==> config.mk <==
export PLATFORM = sky130hd
export DESIGN_NAME = pe_controller_flat
export DESIGN_NICKNAME = d
export VERILOG_FILES = /design/src/rtl/pe_ctrl_pkg.sv /design/src/rtl/pe_controller_if.sv /design/src/rtl/pe_ctrl_timer.sv /design/src/rtl/pe_controller.sv /design/src/flat_wrapper.sv
export SDC_FILE = /design/constraint.sdc
export NUM_CORES = 1
export LEC_CHECK = 0
export CORE_AREA = 2 2 108 121
export CTS_CLUSTER_SIZE = 24
export DETAILED_ROUTE_END_ITERATION = 6
export DIE_AREA = 0 0 110 123
export HOLD_SLACK_MARGIN = 0.15
export PLACE_DENSITY = 0.8
export SLEW_MARGIN = 0
export SYNTH_ARGS = -nofsm -noshare
export SYNTH_HDL_FRONTEND = slang
export SYNTH_SLANG_ARGS = --single-unit
==> constraint.sdc <==
create_clock -name clk -period 4.18 [get_ports clk]
set_clock_uncertainty 0.1 [all_clocks]
set_input_delay 0.418 -clock clk [delete_from_list [all_inputs] [get_ports clk]]
set_output_delay 0.418 -clock clk [all_outputs]
set_load 0.005 [all_outputs]
==> src/rtl/pe_ctrl_pkg.sv <==
// Shared types for the PE layer controller: state encoding, output strobe
// bundle, counter-width helper and the state-to-strobe decode.
package pe_ctrl_pkg;

   localparam int unsigned StateW     = 3;
   localparam int unsigned DefMaxNOps = 16;
   // Run/drain counter must hold n_operations + slack without wrapping.
   localparam int unsigned CntW       = DefMaxNOps + 1;

   typedef enum logic [StateW-1:0] {
      StIdle  = 3'd0,
      StCfg   = 3'd1,
      StBias  = 3'd2,
      StRun   = 3'd3,
      StDrain = 3'd4,
      StDone  = 3'd5
   } state_t;

   typedef struct packed {
      logic cfg_ready;
      logic busy;
      logic load_n_op;
      logic load_base_addr;
      logic load_bias;
      logic read_data;
      logic read_weigth;
      logic acc_addr_en;
      logic acc_op_en;
      logic result_valid;
   } strobe_t;

   function automatic int unsigned cnt_width(input int unsigned n_ops_w);
      return n_ops_w + 1;
   endfunction

   // Strobe pattern that belongs to each state.
   function automatic strobe_t decode_state(input state_t s);
      strobe_t o;
      o = '0;
      o.busy = (s != StIdle);
      case (s)
         StIdle:  o.cfg_ready = 1'b1;
         StCfg: begin
            o.load_n_op      = 1'b1;
            o.load_base_addr = 1'b1;
         end
         StBias:  o.load_bias = 1'b1;
         StRun: begin
            o.read_data   = 1'b1;
            o.read_weigth = 1'b1;
            o.acc_addr_en = 1'b1;
            o.acc_op_en   = 1'b1;
         end
         StDone:  o.result_valid = 1'b1;
         default: o = o;
      endcase
      return o;
   endfunction

endpackage

==> src/rtl/pe_controller_if.sv <==
// Descriptor, PE control and result signals of the layer controller.
interface pe_controller_if #(
   parameter int unsigned max_n_operations = 16,
   parameter int unsigned log_rom_size     = 16,
   parameter int unsigned log_n_mul        = 2,
   parameter int unsigned log_n_add        = 2,
   parameter int unsigned log_bit_width    = 3
) ();

   localparam int unsigned FbW  = 2 ** log_n_mul;
   localparam int unsigned AccW = (2 ** log_n_add) * (2 ** (log_bit_width + 1));

   logic                        cfg_valid;
   logic                        cfg_ready;
   logic [max_n_operations-1:0] cfg_n_operations;
   logic [log_rom_size-1:0]     cfg_base_addr;
   logic [FbW-1:0]              cfg_feedback_sel;
   logic                        pe_read_data;
   logic                        pe_read_weigth;
   logic                        pe_load_n_op;
   logic                        pe_load_base_addr;
   logic                        pe_load_bias;
   logic                        pe_acc_addr_en;
   logic                        pe_acc_op_en;
   logic [max_n_operations-1:0] pe_init_n_operations;
   logic [log_rom_size-1:0]     pe_init_base_addr;
   logic [FbW-1:0]              pe_feedback_sel;
   logic                        pe_end_conv_layer;
   logic [AccW-1:0]             pe_output_reuse;
   logic [AccW-1:0]             result;
   logic                        result_valid;
   logic                        result_ready;
   logic                        busy;
   logic                        err;

   // Controller side.
   modport master (
      input  cfg_valid, cfg_n_operations, cfg_base_addr, cfg_feedback_sel,
      input  pe_end_conv_layer, pe_output_reuse, result_ready,
      output cfg_ready, pe_read_data, pe_read_weigth, pe_load_n_op, pe_load_base_addr,
      output pe_load_bias, pe_acc_addr_en, pe_acc_op_en, pe_init_n_operations,
      output pe_init_base_addr, pe_feedback_sel, result, result_valid, busy, err
   );

   // Host / PE array side.
   modport slave (
      output cfg_valid, cfg_n_operations, cfg_base_addr, cfg_feedback_sel,
      output pe_end_conv_layer, pe_output_reuse, result_ready,
      input  cfg_ready, pe_read_data, pe_read_weigth, pe_load_n_op, pe_load_base_addr,
      input  pe_load_bias, pe_acc_addr_en, pe_acc_op_en, pe_init_n_operations,
      input  pe_init_base_addr, pe_feedback_sel, result, result_valid, busy, err
   );

endinterface

==> src/rtl/pe_ctrl_timer.sv <==
// Loadable down-counter shared by the RUN watchdog and the DRAIN interval.
module pe_ctrl_timer #(
   parameter int unsigned Width = 17
) (
   input  logic             clk,
   input  logic             rst,
   input  logic             i_load,
   input  logic [Width-1:0] i_load_val,
   input  logic             i_dec,
   output logic             o_last
);

   logic [Width-1:0] r_count;

   // Load wins over decrement; saturate at zero.
   always_ff @(posedge clk or negedge rst) begin
      if (!rst) begin
         r_count <= '0;
      end else if (i_load) begin
         r_count <= i_load_val;
      end else if (i_dec && (r_count != '0)) begin
         r_count <= r_count - 1'b1;
      end
   end

   // The cycle in which the counter shows 1 is the final cycle of the interval.
   assign o_last = (r_count <= Width'(1));

endmodule

==> src/rtl/pe_controller.sv <==
// Layer controller for the PE array: accepts a descriptor, sequences
// CFG/BIAS/RUN/DRAIN and hands the accumulated result to the consumer.
module pe_controller
   import pe_ctrl_pkg::*;
#(
   parameter int unsigned max_n_operations = 16,
   parameter int unsigned log_rom_size     = 16,
   parameter int unsigned log_n_mul        = 2,
   parameter int unsigned log_n_add        = 2,
   parameter int unsigned log_bit_width    = 3,
   parameter int unsigned drain_cycles     = 4,
   parameter int unsigned slack_cycles     = 8
) (
   input logic             clk,
   input logic             rst,
   pe_controller_if.master bus
);

   localparam int unsigned TimerW = cnt_width(max_n_operations);
   localparam int unsigned FbW    = 2 ** log_n_mul;
   localparam int unsigned AccW   = (2 ** log_n_add) * (2 ** (log_bit_width + 1));

   state_t                      r_state;
   state_t                      w_next_state;
   strobe_t                     r_strb;
   logic [max_n_operations-1:0] r_n_ops;
   logic [log_rom_size-1:0]     r_base;
   logic [FbW-1:0]              r_fb;
   logic [AccW-1:0]             r_result;
   logic                        r_err;

   logic                        w_accept;
   logic                        w_timeout;
   logic                        w_timer_load;
   logic                        w_timer_dec;
   logic                        w_timer_last;
   logic [TimerW-1:0]           w_timer_val;

   // Handshake qualifies on the registered ready so accept and cfg_ready always agree.
   assign w_accept = r_strb.cfg_ready & bus.cfg_valid;

   // Next-state and timer control.
   always_comb begin
      w_next_state = r_state;
      w_timeout    = 1'b0;
      case (r_state)
         StIdle:  if (w_accept) w_next_state = StCfg;
         StCfg:   w_next_state = StBias;
         StBias:  w_next_state = (r_n_ops == '0) ? StDrain : StRun;
         StRun: begin
            if (bus.pe_end_conv_layer) begin
               w_next_state = StDrain;
            end else if (w_timer_last) begin
               w_next_state = StDrain;
               w_timeout    = 1'b1;
            end
         end
         StDrain: if (w_timer_last) w_next_state = StDone;
         StDone:  if (bus.result_ready) w_next_state = StIdle;
         default: w_next_state = StIdle;
      endcase

      w_timer_load = (w_next_state != r_state) &&
                     ((w_next_state == StRun) || (w_next_state == StDrain));
      w_timer_dec  = (r_state == StRun) || (r_state == StDrain);
      w_timer_val  = (w_next_state == StRun) ?
                     (TimerW'(r_n_ops) + TimerW'(slack_cycles)) : TimerW'(drain_cycles);
   end

   pe_ctrl_timer #(
      .Width(TimerW)
   ) u_timer (
      .clk       (clk),
      .rst       (rst),
      .i_load    (w_timer_load),
      .i_load_val(w_timer_val),
      .i_dec     (w_timer_dec),
      .o_last    (w_timer_last)
   );

   // State, registered strobes, descriptor, result capture and sticky error.
   always_ff @(posedge clk or negedge rst) begin
      if (!rst) begin
         r_state  <= StIdle;
         r_strb   <= '0;
         r_n_ops  <= '0;
         r_base   <= '0;
         r_fb     <= '0;
         r_result <= '0;
         r_err    <= 1'b0;
      end else begin
         r_state <= w_next_state;
         r_strb  <= decode_state(w_next_state);
         if (w_accept) begin
            r_n_ops <= bus.cfg_n_operations;
            r_base  <= bus.cfg_base_addr;
            r_fb    <= bus.cfg_feedback_sel;
         end
         if ((r_state == StDrain) && (w_next_state == StDone)) begin
            r_result <= bus.pe_output_reuse;
         end
         if (w_timeout) begin
            r_err <= 1'b1;
         end
      end
   end

   assign bus.cfg_ready            = r_strb.cfg_ready;
   assign bus.busy                 = r_strb.busy;
   assign bus.pe_load_n_op         = r_strb.load_n_op;
   assign bus.pe_load_base_addr    = r_strb.load_base_addr;
   assign bus.pe_load_bias         = r_strb.load_bias;
   assign bus.pe_read_data         = r_strb.read_data;
   assign bus.pe_read_weigth       = r_strb.read_weigth;
   assign bus.pe_acc_addr_en       = r_strb.acc_addr_en;
   assign bus.pe_acc_op_en         = r_strb.acc_op_en;
   assign bus.result_valid         = r_strb.result_valid;
   assign bus.pe_init_n_operations = r_n_ops;
   assign bus.pe_init_base_addr    = r_base;
   assign bus.pe_feedback_sel      = r_fb;
   assign bus.result               = r_result;
   assign bus.err                  = r_err;

endmodule
==> src/flat_wrapper.sv <==
// flat-port wrapper written by rule: the top's interface ports become plain ports
module pe_controller_flat import pe_ctrl_pkg::*;
#(
   parameter int unsigned max_n_operations = 16,
   parameter int unsigned log_rom_size     = 16,
   parameter int unsigned log_n_mul        = 2,
   parameter int unsigned log_n_add        = 2,
   parameter int unsigned log_bit_width    = 3,
   parameter int unsigned drain_cycles     = 4,
   parameter int unsigned slack_cycles     = 8
)
  (clk, rst, bus_cfg_valid, bus_cfg_n_operations, bus_cfg_base_addr, bus_cfg_feedback_sel, bus_pe_end_conv_layer, bus_pe_output_reuse, bus_result_ready, bus_cfg_ready, bus_pe_read_data, bus_pe_read_weigth, bus_pe_load_n_op, bus_pe_load_base_addr, bus_pe_load_bias, bus_pe_acc_addr_en, bus_pe_acc_op_en, bus_pe_init_n_operations, bus_pe_init_base_addr, bus_pe_feedback_sel, bus_result, bus_result_valid, bus_busy, bus_err);
  pe_controller_if #(.max_n_operations(max_n_operations), .log_rom_size(log_rom_size), .log_n_mul(log_n_mul), .log_n_add(log_n_add), .log_bit_width(log_bit_width)) bus_i ();
  input logic clk;
  input logic rst;
  input wire logic [$bits(bus_i.cfg_valid)-1:0] bus_cfg_valid;
  input wire logic [$bits(bus_i.cfg_n_operations)-1:0] bus_cfg_n_operations;
  input wire logic [$bits(bus_i.cfg_base_addr)-1:0] bus_cfg_base_addr;
  input wire logic [$bits(bus_i.cfg_feedback_sel)-1:0] bus_cfg_feedback_sel;
  input wire logic [$bits(bus_i.pe_end_conv_layer)-1:0] bus_pe_end_conv_layer;
  input wire logic [$bits(bus_i.pe_output_reuse)-1:0] bus_pe_output_reuse;
  input wire logic [$bits(bus_i.result_ready)-1:0] bus_result_ready;
  output wire logic [$bits(bus_i.cfg_ready)-1:0] bus_cfg_ready;
  output wire logic [$bits(bus_i.pe_read_data)-1:0] bus_pe_read_data;
  output wire logic [$bits(bus_i.pe_read_weigth)-1:0] bus_pe_read_weigth;
  output wire logic [$bits(bus_i.pe_load_n_op)-1:0] bus_pe_load_n_op;
  output wire logic [$bits(bus_i.pe_load_base_addr)-1:0] bus_pe_load_base_addr;
  output wire logic [$bits(bus_i.pe_load_bias)-1:0] bus_pe_load_bias;
  output wire logic [$bits(bus_i.pe_acc_addr_en)-1:0] bus_pe_acc_addr_en;
  output wire logic [$bits(bus_i.pe_acc_op_en)-1:0] bus_pe_acc_op_en;
  output wire logic [$bits(bus_i.pe_init_n_operations)-1:0] bus_pe_init_n_operations;
  output wire logic [$bits(bus_i.pe_init_base_addr)-1:0] bus_pe_init_base_addr;
  output wire logic [$bits(bus_i.pe_feedback_sel)-1:0] bus_pe_feedback_sel;
  output wire logic [$bits(bus_i.result)-1:0] bus_result;
  output wire logic [$bits(bus_i.result_valid)-1:0] bus_result_valid;
  output wire logic [$bits(bus_i.busy)-1:0] bus_busy;
  output wire logic [$bits(bus_i.err)-1:0] bus_err;
  assign bus_i.cfg_valid = bus_cfg_valid;
  assign bus_i.cfg_n_operations = bus_cfg_n_operations;
  assign bus_i.cfg_base_addr = bus_cfg_base_addr;
  assign bus_i.cfg_feedback_sel = bus_cfg_feedback_sel;
  assign bus_i.pe_end_conv_layer = bus_pe_end_conv_layer;
  assign bus_i.pe_output_reuse = bus_pe_output_reuse;
  assign bus_i.result_ready = bus_result_ready;
  assign bus_cfg_ready = bus_i.cfg_ready;
  assign bus_pe_read_data = bus_i.pe_read_data;
  assign bus_pe_read_weigth = bus_i.pe_read_weigth;
  assign bus_pe_load_n_op = bus_i.pe_load_n_op;
  assign bus_pe_load_base_addr = bus_i.pe_load_base_addr;
  assign bus_pe_load_bias = bus_i.pe_load_bias;
  assign bus_pe_acc_addr_en = bus_i.pe_acc_addr_en;
  assign bus_pe_acc_op_en = bus_i.pe_acc_op_en;
  assign bus_pe_init_n_operations = bus_i.pe_init_n_operations;
  assign bus_pe_init_base_addr = bus_i.pe_init_base_addr;
  assign bus_pe_feedback_sel = bus_i.pe_feedback_sel;
  assign bus_result = bus_i.result;
  assign bus_result_valid = bus_i.result_valid;
  assign bus_busy = bus_i.busy;
  assign bus_err = bus_i.err;
  pe_controller #(.max_n_operations(max_n_operations), .log_rom_size(log_rom_size), .log_n_mul(log_n_mul), .log_n_add(log_n_add), .log_bit_width(log_bit_width), .drain_cycles(drain_cycles), .slack_cycles(slack_cycles)) u_core (.clk(clk), .rst(rst), .bus(bus_i));
endmodule
## Word-level counts from Yosys, hierarchy flattened

Cells that the tools add are included.

| storage, ports and cells | value |
|---|---|
| input port bits | 105 |
| bits in registers | 131 |

| operators by class | value |
|---|---|
| add/subtract/negate cells | 2 |
| muxes and demuxes | 18 |
| eq/ne operators | 11 |
| bitwise logic cells | 1 |
| magnitude comparators | 1 |
| reduce and logical (&&, ||, !) cells | 11 |

Operators with widths:

| operator | number |
|---|---|
| 2-to-1 mux 17 bit | 3 |
| 2-to-1 mux 3 bit | 6 |
| case mux 3 bit (6 select lines) | 1 |
| adder 16 x 4 -> 17 bit, second input constant | 1 |
| less-or-equal comparator 17 x 1 -> 1 bit, second input constant | 1 |
| nonzero test 17 bit | 1 |
| subtractor 17 x 1 -> 17 bit, second input constant | 1 |
| zero test 16 bit | 1 |
| == test 3 x 2 -> 1 bit, second input constant | 4 |
| == test 3 bit, second input constant | 4 |
| == test 3 x 1 -> 1 bit, second input constant | 2 |
| zero test 3 bit | 2 |
| 2-to-1 mux 1 bit | 6 |
| 2-to-1 mux 4 bit | 1 |
| logical AND 1 bit | 3 |
| inequality test 3 bit | 1 |
| nonzero test 3 bit | 1 |
| logical OR 1 bit | 2 |
| 2-to-1 mux 2 bit | 1 |
| nonzero test 2 bit | 1 |
| bitwise AND 1 bit | 1 |

## Longest topological paths before layout

Gate-level depths: netlist (run 1).

| logic depth | value |
|---|---|
| word-level depth | 8 |
| gate-level depth with buffers | 9 |

## Cells and area by module

From an unflattened synthesis (run 1), not the netlist that was laid out.

| unflattened totals | value |
|---|---|
| cells, all modules | 450 |
| area, all modules | 5,720.5 um2 |

By module, submodules not included:

| module | cells each | instances | area each (um2) |
|---|---|---|---|
| pe_controller | 311 | 1 | 4,521.8 |
| pe_ctrl_timer | 139 | 1 | 1,198.6 |

## Worst setup path after synthesis (run 1)

Ideal clock, no wire load.

| path | value |
|---|---|
| path type | register to register |
| start point | reg u_core.u_timer.r_count[15] |
| end point | reg u_core.r_result[0], in the netlist u_core.bus.result[0] |
| period minus slack after synthesis | 2.225 ns |
| path buffers | 2 |
| stages on the path, launching flop included | 8 |
| required time | 3.955 ns |
| arrival time | 2.000 ns |
| slack | 1.955 ns |
| path through | dfrtp_1 -> or3_4 -> and4bb_2 -> nand2_4 -> nor3_4 -> buf_12 -> buf_12 -> mux2_4 |

| on the way | value |
|---|---|
| cells in the longest elaborated chain, start to end | 6 |
| elaborated cells on any way between the ends | 7 |
| classes of those cells | 1 x order compare; 1 x eq/ne; 4 x mux; 1 x reduce/logical |

RTL lines:

| what | line | RTL |
|---|---|---|
| start, declared | pe_ctrl_timer.sv:13 | `logic [Width-1:0] r_count;` |
| start signal, assigned | pe_ctrl_timer.sv:20 | `r_count <= i_load_val;` |
| start signal, assigned | pe_ctrl_timer.sv:22 | `r_count <= r_count - 1'b1;` |
| less-or-equal comparator 17 x 1 -> 1 bit * | pe_ctrl_timer.sv:27 | `assign o_last = (r_count <= Width'(1));` |
| 2-to-1 mux 3 bit | pe_controller.sv:53 | `end else if (w_timer_last) begin` |
| 2-to-1 mux 3 bit | pe_controller.sv:51 | `if (bus.pe_end_conv_layer) begin` |
| case mux 3 bit (6 select lines) * | pe_controller.sv:46 | `case (r_state)` |
| == test 3 bit * | pe_controller.sv:99 | `if ((r_state == StDrain) && (w_next_state == StDone)) begin` |
| logical AND 1 bit * | pe_controller.sv:99 |  |
| end signal, assigned | pe_controller.sv:100 | `r_result <= bus.pe_output_reuse;` |
| end, declared | pe_controller.sv:29 | `logic [AccW-1:0] r_result;` |

Every way passes the cells marked *; elsewhere a longest branch is shown, timed or not.
A chain may end at the register's enable or synchronous reset.

## Worst setup path after layout (run 1)

| path | value |
|---|---|
| start point | reg u_core.u_timer.r_count[6] |
| end point | reg u_core.r_result[15], in the netlist u_core.bus.result[15] |

The elaborated chain is that of the path after synthesis.

==> results of run 1 <==
==> worst max-delay path, stage by stage, from the launching register on <==
cell and delay (ns):
dfrtp_1 0.40, nor3_1 0.36, and3_1 0.42, nand2_4 0.11, nor3_4 0.18, buf_4 0.50
mux2_2 0.40
==> logic make-up after synthesis <==
family / share of synthesized area
AOI/OAI and AO/OA: 0.05119
xor gates and xnor gates: 0.02873
adders and majority gates: 0.008640
buffers and inverters: 0.04147
DFF: 0.5486
muxes: 0.2352
and+or+nand+nor: 0.08618
==> metrics by stage <==
step / total power [W] / cells / cell area, µm² / worst slack, ns / util
after floorplan: 0.002619 / 404 / 5793 / 1.955 / -
after global placement: 0.003354 / 759 / 7964 / 1.655 / 0.6464
after detailed placement: 0.003411 / 759 / 7964 / 1.579 / 0.6464
after CTS: 0.004956 / 792 / 8589 / 1.584 / 0.6972
after global routing: 0.005190 / 792 / 8589 / 1.364 / 0.6972
final: 0.004919 / 792 / 8589 / 1.582 / 0.6972
==> synthesized netlist by cell type, types with 3 or more instances <==
| library cell | n | area share |
|---|---|---|
| inv_1 | 6 | 0.0039 |
| nor3_1 | 10 | 0.0086 |
| nand3_1 | 10 | 0.0086 |
| nand2_1 | 10 | 0.0065 |
| ha_1 | 4 | 0.0086 |
| nand2b_1 | 5 | 0.0054 |
| mux2_4 | 60 | 0.16 |
| xor2_1 | 11 | 0.017 |
| and4_1 | 3 | 0.0045 |
| xnor2_1 | 8 | 0.012 |
| o22ai_1 | 6 | 0.0065 |
| mux2_2 | 41 | 0.080 |
| or3_1 | 3 | 0.0032 |
| nor2_1 | 13 | 0.0084 |
| a21oi_1 | 4 | 0.0035 |
| o21ai_0 | 6 | 0.0052 |
| nor4_1 | 12 | 0.013 |
| buf_4 | 4 | 0.0052 |
| buf_12 | 7 | 0.024 |
| clkbuf_1 | 7 | 0.0045 |
| dfrtp_1 | 127 | 0.55 |
| nand4_1 | 3 | 0.0032 |
==> how the worst max path moves through the flow <==
stage	from	end	slack [ns]	depth (start not counted)
after floorplan	u_core.u_timer.r_count[15]	u_core.bus.result[0]	1.95	7
after global routing	u_core.u_timer.r_count[5]	u_core.u_timer.r_count[13]	1.36	5
after global placement	u_core.u_timer.r_count[6]	u_core.bus.result[18]	1.66	6
final	u_core.u_timer.r_count[6]	u_core.bus.result[15]	1.58	6
after CTS	u_core.u_timer.r_count[5]	u_core.bus.result[18]	1.58	6
after detailed placement	u_core.u_timer.r_count[5]	u_core.bus.result[15]	1.58	6
==> routing by layer <==
| metal | track usage | wire [µm] | up-vias |
|---|---|---|---|
| met2 | 0.3439 | 6914 | 191 |
| met4 | 0.08149 | 244 | 0 |
| met5 | 0 | 0 | - |
| met1 | 0.2544 | 5652 | 2053 |
| li1 | - | - | 1908 |
| met3 | 0.07538 | 1317 | 20 |
==> registers in the layout (all words and copies together), names as in the netlist, 3 cells and up <==
signal                           count
u_core.bus.result                   64
u_core.bus.pe_init_n_operations     16
u_core.r_state                       3
u_core.u_timer.r_count              17
u_core.bus.pe_feedback_sel           4
u_core.bus.pe_init_base_addr        16
==> layout make-up <==
type / count / area [µm²] / share of cell area
flip-flops and latches: 127 / 3178 / 0.3700
well taps: 157 / 196.4 / 0.02287
clock inverters: 13 / 162.7 / 0.01894
repair buffers: 220 / 2202 / 0.2564
multi-input cells: 250 / 2375 / 0.2765
inverters: 6 / 22.52 / 0.002622
clock buffers: 19 / 452.9 / 0.05273
==> cell usage in the layout (no fill, tap or decap), drive strengths merged, types with 2 or more instances in the layout <==
cell type      netlist  routed
a211oi               2       2
and4                 3       3
or2                  2       2
nand3               10      10
o22ai                6       6
clkdlybuf4s50        0     214
clkinv               0       6
xor2                11      11
nand4                3       3
nor3                11      11
dfrtp              127     127
a32oi                2       2
o21bai               2       2
clkbuf               8      19
a21o                 2       2
nand2               11      11
buf                 13       5
nand2b               5       5
ha                   4       4
and3                 2       2
or3                  4       4
bufinv               0       3
a31oi                2       2
a32o                 2       2
nor4                12      12
xnor2                8       8
a21oi                4       4
a2bb2oi              2       2
clkinvlp             0       3
mux2               101     101
nand3b               2       2
nor2                13      13
o21ai                6       6
inv                  6       7
==> power by group through the flow <==
stage                     Sequential, W  Clock (W)  Combinational [W]
after floorplan                 0.00180          0           0.000822
after global placement          0.00184          0            0.00151
after detailed placement        0.00186          0            0.00155
after CTS                       0.00185    0.00154            0.00157
after global routing            0.00190    0.00160            0.00169
final                           0.00185    0.00151            0.00156
==> summary.txt, run 1 <==
minimum clock period: 2.598 ns
internal power: 0.003431 W
I/O pins: 216
hold buffer count at CTS: 1
CTS tree: yes
Synth Net Count: 513
worst r2r dst: u_core.bus.result[15]
Post-CTS Resized: 0
Sink Count: 127
RSZ-0062 raised after global routing: false
PwrDens: 572.7 mW/mm²
routed via count: 4172
total clock buffers created by CTS: 17
number of core rows: 43
Post-route DRC: 0
final setup fails: 0
initial core utilization: 0.4702
CP endpoint kind: flop
fill cell count: 886
Die Wd: 110 µm
Lkg Pwr: 3.707 nW
Main synth FF type: dfrtp_1
Slew @ Worst Pin: 1.075 ns
CTS H-Tree Depth: 4
sequential power share: 0.377
outcome: completed
Hold Path End: u_core.bus.err
Net Switching: 0.001488 W
area grow syn2layout: 48.27%
Async S/R FF share, synth: 1.000
Worst R2R Start: u_core.u_timer.r_count[6]
FF-to-FF path depth: 6
WL final: 14130 µm
clock share of power: 0.306
Hold Crit Depth: 1
GRT overflow: 0
final hold violation count: 0
Post-synth EDFFs: 0
CP Data Required Time: 4.38 ns
die footprint: 0.01353 mm²
synthesized area per cell: 14.34 µm²
starting DRC count in detailed routing: 154
RePlAce Congestion: 0.9008
number of global-route vias before repair: 4325
largest net degree at the start of global routing: 65
CTS root buf: clkbuf_16
maximum VDD drop: 0.0004483 V
Max-Cap Viols: 0
crit path max fanout: 32
max-slew violation total from the final report: 0
Core Area: 0.01232 mm²
hold_sp: u_core.bus.err
setup_tns: 0 ns
Reg clk slew, reported paths: 0.06 ns
register area share after synthesis: 0.5486
chip height: 123 µm
Comb power frac: 0.317
worst-skew pair later-pin latency: 0.41 ns
all-layer global routing usage: 0.2108
Syn Inst Count: 404
Reg2Reg Setup Slack: 1.58 ns
drt via density: 5.268
HP Class: reg -> reg
net switching share of the total power: 0.3025
Crit Path Class: reg -> reg
initial antenna violation count: 0
first-pass GRT wire length: 21620 µm
CP arrival: 2.79 ns
Routed Antenna Nets: 0
Ant. Diodes: 0
DR pass1 iterations: 4
Yosys cell types: 57
worst hold slack: 0.3953 ns
I/O Buffers: 215
yosys warns: 0
nets: 731
startpoint types: flop
FMAX: 384.9 MHz
Rel. slew slack: 0.2806
postcts setup bufs: 0
layout cells sized above 1: 0.2315
period utilisation layout: 0.6215
#FFs+latches synth: 127
routed len/inst: 17.84 µm
post-synthesis cell area: 0.005793 mm²
deepest clock path buffer count: 2
post-DP HPWL: 9822 µm
No activity file was read; power rests on OpenSTA's default activity.
==> run 2: changes to the inputs <==
--- a/config.mk
+++ b/config.mk
@@ -5,12 +5,12 @@
 export SDC_FILE = /design/constraint.sdc
 export NUM_CORES = 1
 export LEC_CHECK = 0
-export CORE_AREA = 2 2 108 121
+export CORE_AREA = 2 2 112 124
 export CTS_CLUSTER_SIZE = 24
 export DETAILED_ROUTE_END_ITERATION = 6
-export DIE_AREA = 0 0 110 123
+export DIE_AREA = 0 0 114 126
 export HOLD_SLACK_MARGIN = 0.15
-export PLACE_DENSITY = 0.8
+export PLACE_DENSITY = 0.76
 export SLEW_MARGIN = 0
 export SYNTH_ARGS = -nofsm -noshare
 export SYNTH_HDL_FRONTEND = slang
==> constraint.sdc (replaced) <==
create_clock -name clk -period 2.44 [get_ports clk]
set_clock_uncertainty 0.1 [all_clocks]
set_input_delay 0.244 -clock clk [delete_from_list [all_inputs] [get_ports clk]]
set_output_delay 0.244 -clock clk [all_outputs]
set_load 0.005 [all_outputs]
==> summary.txt, run 2 (synthesized netlist as in run 1, its figures left out) <==
most common cell after layout, fill and taps aside: clkdlybuf4s50_1 (unchanged)
chip height: 126 µm (was 123 µm)
Lkg Pwr: 3.904 nW (was 3.707 nW)
internal power: 0.006082 W (was 0.003431 W)
Worst R2R Start: u_core.u_timer.r_count[15] (was u_core.u_timer.r_count[6])
Post-route DRC: 0 (unchanged)
period utilisation layout: 0.9803 (was 0.6215)
drt via density: 5.208 (was 5.268)
Die Wd: 114 µm (was 110 µm)
CP endpoint kind: flop (unchanged)
Rel. slew slack: 0.4714 (was 0.2806)
first-pass GRT wire length: 23880 µm (was 21620 µm)
worst r2r dst: u_core.bus.result[12] (was u_core.bus.result[15])
post-DP HPWL: 10760 µm (was 9822 µm)
I/O pins: 216 (unchanged)
die footprint: 0.01436 mm² (was 0.01353 mm²)
Slew @ Worst Pin: 0.7900 ns (was 1.075 ns)
all-layer global routing usage: 0.2109 (was 0.2108)
RSZ-0062 raised after global routing: true (was false)
Core Util, Final: 0.6828 (was 0.6972)
Comb power frac: 0.360 (was 0.317)
RePlAce Congestion: 0.8855 (was 0.9008)
Core Area: 0.01310 mm² (was 0.01232 mm²)
largest net degree at the start of global routing: 45 (was 65)
worst-skew pair later-pin latency: 0.41 ns (about the same)
CTS tree: yes (unchanged)
I/O Buffers: 215 (unchanged)
final setup fails: 0 (unchanged)
startpoint types: flop (unchanged)
minimum clock period: 2.392 ns (was 2.598 ns)
Net Switching: 0.002697 W (was 0.001488 W)
max reg flops: 64 (unchanged)
Ant. Diodes: 0 (unchanged)
CTS root buf: clkbuf_16 (unchanged)
setup_tns: 0 ns (unchanged)
number of global-route vias before repair: 4591 (was 4325)
net switching share of the total power: 0.3072 (was 0.3025)
WL final: 14760 µm (was 14130 µm)
FF-to-FF path depth: 7 (was 6)
routed len/inst: 17.76 µm (was 17.84 µm)
maximum VDD drop: 0.0007329 V (was 0.0004483 V)
CP arrival: 2.58 ns (was 2.79 ns)
Routed Antenna Nets: 0 (unchanged)
Reg2Reg Setup Slack: 0.05 ns (was 1.58 ns)
HP Class: in -> async (was reg -> reg)
Crit Path Class: reg -> reg (unchanged)
number of core rows: 44 (was 43)
Finished Cell Area: 0.008946 mm² (was 0.008589 mm²)
deepest clock path buffer count: 2 (unchanged)
area grow syn2layout: 54.43% (was 48.27%)
fill cell count: 963 (was 886)
commonest non-fill, non-tap cells in the layout: clkdlybuf4s50_1 (214), dfrtp_1 (127), mux2_4 (60) (unchanged)
FMAX: 418.1 MHz (was 384.9 MHz)
initial core utilization: 0.4421 (was 0.4702)
nets: 766 (was 731)
initial antenna violation count: 0 (unchanged)
crit path max fanout: 17 (was 32)
Multi-input gate area: 0.002391 mm² (was 0.002375 mm²)
total clock buffers created by CTS: 17 (unchanged)
final hold violation count: 0 (unchanged)
Reg area: 0.003178 mm² (unchanged)
PwrDens: 981.2 mW/mm² (was 572.7 mW/mm²)
Reg clk slew, reported paths: 0.06 ns (about the same)
layout cells sized above 1: 0.2776 (was 0.2315)
CP Data Required Time: 2.63 ns (was 4.38 ns)
outcome: completed (unchanged)
placed inst area: 0.008269 mm² (was 0.007964 mm²)
Max-Cap Viols: 0 (unchanged)
starting DRC count in detailed routing: 303 (was 154)
routed via count: 4328 (was 4172)
sequential power share: 0.345 (was 0.377)
CTS H-Tree Depth: 4 (unchanged)
clock share of power: 0.295 (was 0.306)
max-slew violation total from the final report: 0 (unchanged)
DR pass1 iterations: 4 (unchanged)
GRT overflow: 0 (unchanged)
Sink Count: 127 (unchanged)
-- run 2: changes by cell type in the layout (fill, tap and decap cells not counted), moves of 2 or more --
cell and change:
clkinv_4 +2, buf_4 +29, buf_12 +6, clkbuf_8 -2
-- run 2: repair_timing --
| action | 4_1_cts | 5_1_grt |
|---|---|---|
| buffers inserted | 0 | 5 |
| hold endpoints to repair | 42 | 0 |
| gates resized for setup | 0 | 5 |
| setup endpoints to repair | 0 | 26 |
| hold buffers | 1 | 0 |
-- run 2: worst max path at each step --
stage	slack (ns)	cells after the start	endpoint	start
6_report	0.05	7	u_core.bus.result[12]	u_core.u_timer.r_count[15]
5_1_grt	-0.002	7	u_core.bus.result[12]	u_core.u_timer.r_count[15]
4_1_cts	0.03	7	u_core.bus.result[12]	u_core.u_timer.r_count[15]
3_5_place_dp	0.04	7	u_core.bus.result[33]	u_core.u_timer.r_count[15]
3_3_place_gp	0.08	7	u_core.bus.result[11]	u_core.u_timer.r_count[15]
2_1_floorplan	0.21	7	u_core.bus.result[0]	u_core.u_timer.r_count[15]
-- run 2: routing by layer --
layer / wire length, µm / up-vias / track usage
met3: 1205 / 15 / 0.06449
met2: 7408 / 192 / 0.3519
met1: 5948 / 2140 / 0.2603
met5: 0 / - / 0
li1: - / 1981 / -
met4: 192 / 0 / 0.07102
-- run 2: worst max-delay path: stages, from the launching register on --
cell and delay (ns):
dfrtp_1 0.42, or3_4 0.42, and4bb_2 0.36, nand2_4 0.08, nor3_4 0.20, buf_12 0.18, buf_12 0.19, mux2_4 0.31
-- run 2: area by class of cell --
type | instances | area share
sequential | 127 | 0.3552
inverter | 6 | 0.002517
timing repair buffer | 255 | 0.2839
clock inverter | 15 | 0.02098
tap | 161 | 0.02252
multi-input combinational | 250 | 0.2673
clock buffer | 17 | 0.04755
-- run 2: power groups by stage --
stage / logic, W / clock network (W) / registers, W
after floorplan: 0.00141 / 0 / 0.00308
after global placement: 0.00305 / 0 / 0.00302
after detailed placement: 0.00312 / 0 / 0.00304
after CTS: 0.00316 / 0.00264 / 0.00302
after global routing: 0.00342 / 0.00275 / 0.00310
final: 0.00316 / 0.00259 / 0.00303
-- run 2: metrics by stage --
| stage | cells | setup WS [ns] | hold WS, ns | total power, W |
|---|---|---|---|---|
| 6_report | 831 | 0.04798 | 0.2891 | 0.008778 |
| 5_1_grt | 831 | -0.001608 | 0.3280 | 0.009261 |
| 4_1_cts | 826 | 0.02507 | 0.2768 | 0.008824 |
| 3_5_place_dp | 793 | 0.04364 | 0.1796 | 0.006162 |
| 3_3_place_gp | 793 | 0.07592 | 0.1734 | 0.006062 |
| 2_1_floorplan | 404 | 0.2146 | -0.1516 | 0.004487 |
==> run 3: changes to the inputs <==
--- a/config.mk
+++ b/config.mk
@@ -5,10 +5,10 @@
 export SDC_FILE = /design/constraint.sdc
 export NUM_CORES = 1
 export LEC_CHECK = 0
-export CORE_AREA = 2 2 112 124
+export CORE_AREA = 2 2 117 119
 export CTS_CLUSTER_SIZE = 24
 export DETAILED_ROUTE_END_ITERATION = 6
-export DIE_AREA = 0 0 114 126
+export DIE_AREA = 0 0 119 121
 export HOLD_SLACK_MARGIN = 0.15
 export PLACE_DENSITY = 0.76
 export SLEW_MARGIN = 0
==> summary.txt, run 3 (synthesized netlist as in run 1, its figures left out) <==
max-slew violation total from the final report: 0 (unchanged)
initial antenna violation count: 0 (unchanged)
Reg clk slew, reported paths: 0.05 ns (was 0.06 ns)
chip height: 121 µm (was 126 µm)
GRT overflow: 0 (unchanged)
all-layer global routing usage: 0.2124 (was 0.2109)
final hold violation count: 0 (unchanged)
outcome: completed (unchanged)
Slew @ Worst Pin: 0.5859 ns (was 0.7900 ns)
Sink Count: 127 (unchanged)
crit path max fanout: 17 (unchanged)
Lkg Pwr: 3.845 nW (was 3.904 nW)
commonest non-fill, non-tap cells in the layout: clkdlybuf4s50_1 (214), dfrtp_1 (127), mux2_4 (60) (unchanged)
nets: 758 (was 766)
CTS tree: yes (unchanged)
cell breakdown of the critical path: or3_4 -> and4bb_2 -> nand2_4 -> nor3_4 -> buf_12 -> buf_12 -> mux2_2 (was or3_4 -> and4bb_2 -> nand2_4 -> nor3_4 -> buf_12 -> buf_12 -> mux2_4)
post-DP HPWL: 10820 µm (was 10760 µm)
worst-skew pair later-pin latency: 0.41 ns (about the same)
CP arrival: 2.59 ns (was 2.58 ns)
Buf/Inv on CP: 2 (unchanged)
Routed Antenna Nets: 0 (unchanged)
most common cell after layout, fill and taps aside: clkdlybuf4s50_1 (unchanged)
layout cells sized above 1: 0.2628 (was 0.2776)
DR pass1 iterations: 4 (unchanged)
period utilisation layout: 0.9837 (was 0.9803)
worst r2r dst: u_core.bus.result[18] (was u_core.bus.result[12])
total clock buffers created by CTS: 17 (unchanged)
Final Power: 0.008560 W (was 0.008778 W)
Worst R2R Start: u_core.u_timer.r_count[15] (unchanged)
CP Data Required Time: 2.63 ns (about the same)
worst hold slack: 0.2378 ns (was 0.2891 ns)
I/O Buffers: 215 (unchanged)
FMAX: 416.6 MHz (was 418.1 MHz)
CTS root buf: clkbuf_16 (unchanged)
RePlAce Congestion: 0.8727 (was 0.8855)
Reg2Reg Setup Slack: 0.04 ns (was 0.05 ns)
fill cell count: 960 (was 963)
routed len/inst: 18.16 µm (was 17.76 µm)
number of core rows: 42 (was 44)
deepest clock path buffer count: 2 (unchanged)
Core Area: 0.01309 mm² (was 0.01310 mm²)
starting DRC count in detailed routing: 261 (was 303)
initial core utilization: 0.4427 (was 0.4421)
I/O pins: 216 (unchanged)
routed via count: 4284 (was 4328)
Die Wd: 119 µm (was 114 µm)
minimum clock period: 2.400 ns (was 2.392 ns)
CP max stage cell: or3_4 (was dfrtp_1)
Max-Cap Viols: 0 (unchanged)
PwrDens: 968.2 mW/mm² (was 981.2 mW/mm²)
most frequent cell on the critical path: buf_12 (unchanged)
CTS H-Tree Depth: 4 (unchanged)
Post-route DRC: 0 (unchanged)
area grow syn2layout: 52.61% (was 54.43%)
Stages on worst setup path: 7 (unchanged)
maximum VDD drop: 0.0006080 V (was 0.0007329 V)
CP endpoint kind: flop (unchanged)
RSZ-0062 raised after global routing: true (unchanged)
Crit Path Class: reg -> reg (unchanged)
FF-to-FF path depth: 7 (unchanged)
Ant. Diodes: 0 (unchanged)
number of global-route vias before repair: 4495 (was 4591)
end of the critical path: u_core.bus.result[18] (was u_core.bus.result[12])
Crit. Startpoint: u_core.u_timer.r_count[15] (unchanged)
CP delay by family, top: simple AND/OR/NAND/NOR gates (unchanged)
WL final: 15220 µm (was 14760 µm)
max reg flops: 64 (unchanged)
first-pass GRT wire length: 23540 µm (was 23880 µm)
die footprint: 0.01440 mm² (was 0.01436 mm²)
largest net degree at the start of global routing: 64 (was 45)
final setup fails: 0 (unchanged)
Max stage delay on crit path: 0.39 ns (was 0.42 ns)
Rel. slew slack: 0.6076 (was 0.4714)
HP Class: in -> async (unchanged)
startpoint types: flop (unchanged)
drt via density: 5.112 (was 5.208)
[run 3: changes by cell type in the layout (fill, tap and decap cells not counted), sizes merged]
| cell | change |
|---|---|
| clkbuf | +2 |
| clkinv | +1 |
| clkinvlp | +1 |
| buf | -9 |
| bufinv | -1 |
| inv | -2 |
[run 3: layout make-up]
class	count	area (µm²)	share of cell area
sequential	127	3178	0.3595
timing repair buffer	247	2464	0.2787
multi-input combinational	250	2375	0.2686
clock buffer	18	439.2	0.04967
tap	176	220.2	0.02491
clock inverter	14	142.6	0.01613
inverter	6	22.52	0.002547
[run 3: worst min path at each step]
stage | depth (start not counted) | slack, ns | to
after floorplan | 0 | -0.15 | u_core.bus.busy
after global placement | 1 | 0.13 | u_core.bus.pe_init_base_addr[9]
after detailed placement | 1 | 0.13 | u_core.bus.pe_init_base_addr[9]
after CTS | 2 | 0.23 | u_core.bus.pe_feedback_sel[0]
after global routing | 2 | 0.27 | u_core.bus.pe_init_base_addr[9]
final | 2 | 0.24 | u_core.bus.pe_init_base_addr[9]
[run 3: worst register-to-register path: cells and delay by family, from the launching register on]
kind | cells | cell delay, ns
DFF | 1 | 0.38
and+or+nand+nor | 4 | 1.12
muxes | 1 | 0.35
buffers and inverters | 2 | 0.33
[run 3: report_power, final]
| group | switching, W | internal (W) | leakage (nW) | total, W |
|---|---|---|---|---|
| combinational | 0.00125 | 0.00180 | 1.90 | 0.00305 |
| sequential | 0.000434 | 0.00262 | 1.66 | 0.00306 |
| clock | 0.000929 | 0.00153 | 0.282 | 0.00245 |
[run 3: routing by layer]
layer | track usage | vias to the layer above | part of all wire
li1 | - | 1964 | -
met1 | 0.2539 | 2105 | 0.41
met2 | 0.3574 | 188 | 0.51
met3 | 0.07049 | 27 | 0.062
met4 | 0.07961 | 0 | 0.019
met5 | 0 | - | 0
[run 3: metrics by stage]
| stage | worst slack, ns | instance area (µm²) | std cells | utilization | TNS, ns |
|---|---|---|---|---|---|
| after floorplan | 0.2146 | 5793 | 404 | - | 0 |
| after global placement | 0.04508 | 8173 | 801 | 0.6246 | 0 |
| after detailed placement | 0.0001379 | 8173 | 801 | 0.6246 | 0 |
| after CTS | -0.01652 | 8768 | 834 | 0.6701 | -0.01652 |
| after global routing | -0.04348 | 8841 | 838 | 0.6757 | -0.5589 |
| final | 0.03981 | 8841 | 838 | 0.6757 | 0 |
[run 3: repair_timing]
action	4_1_cts	5_1_grt
setup buffers	0	2
pin swaps	0	2
hold buffers	1	0
gates resized for setup	1	5
setup endpoints to repair	3	42
cloned	0	2
endpoints found under the hold margin	89	0
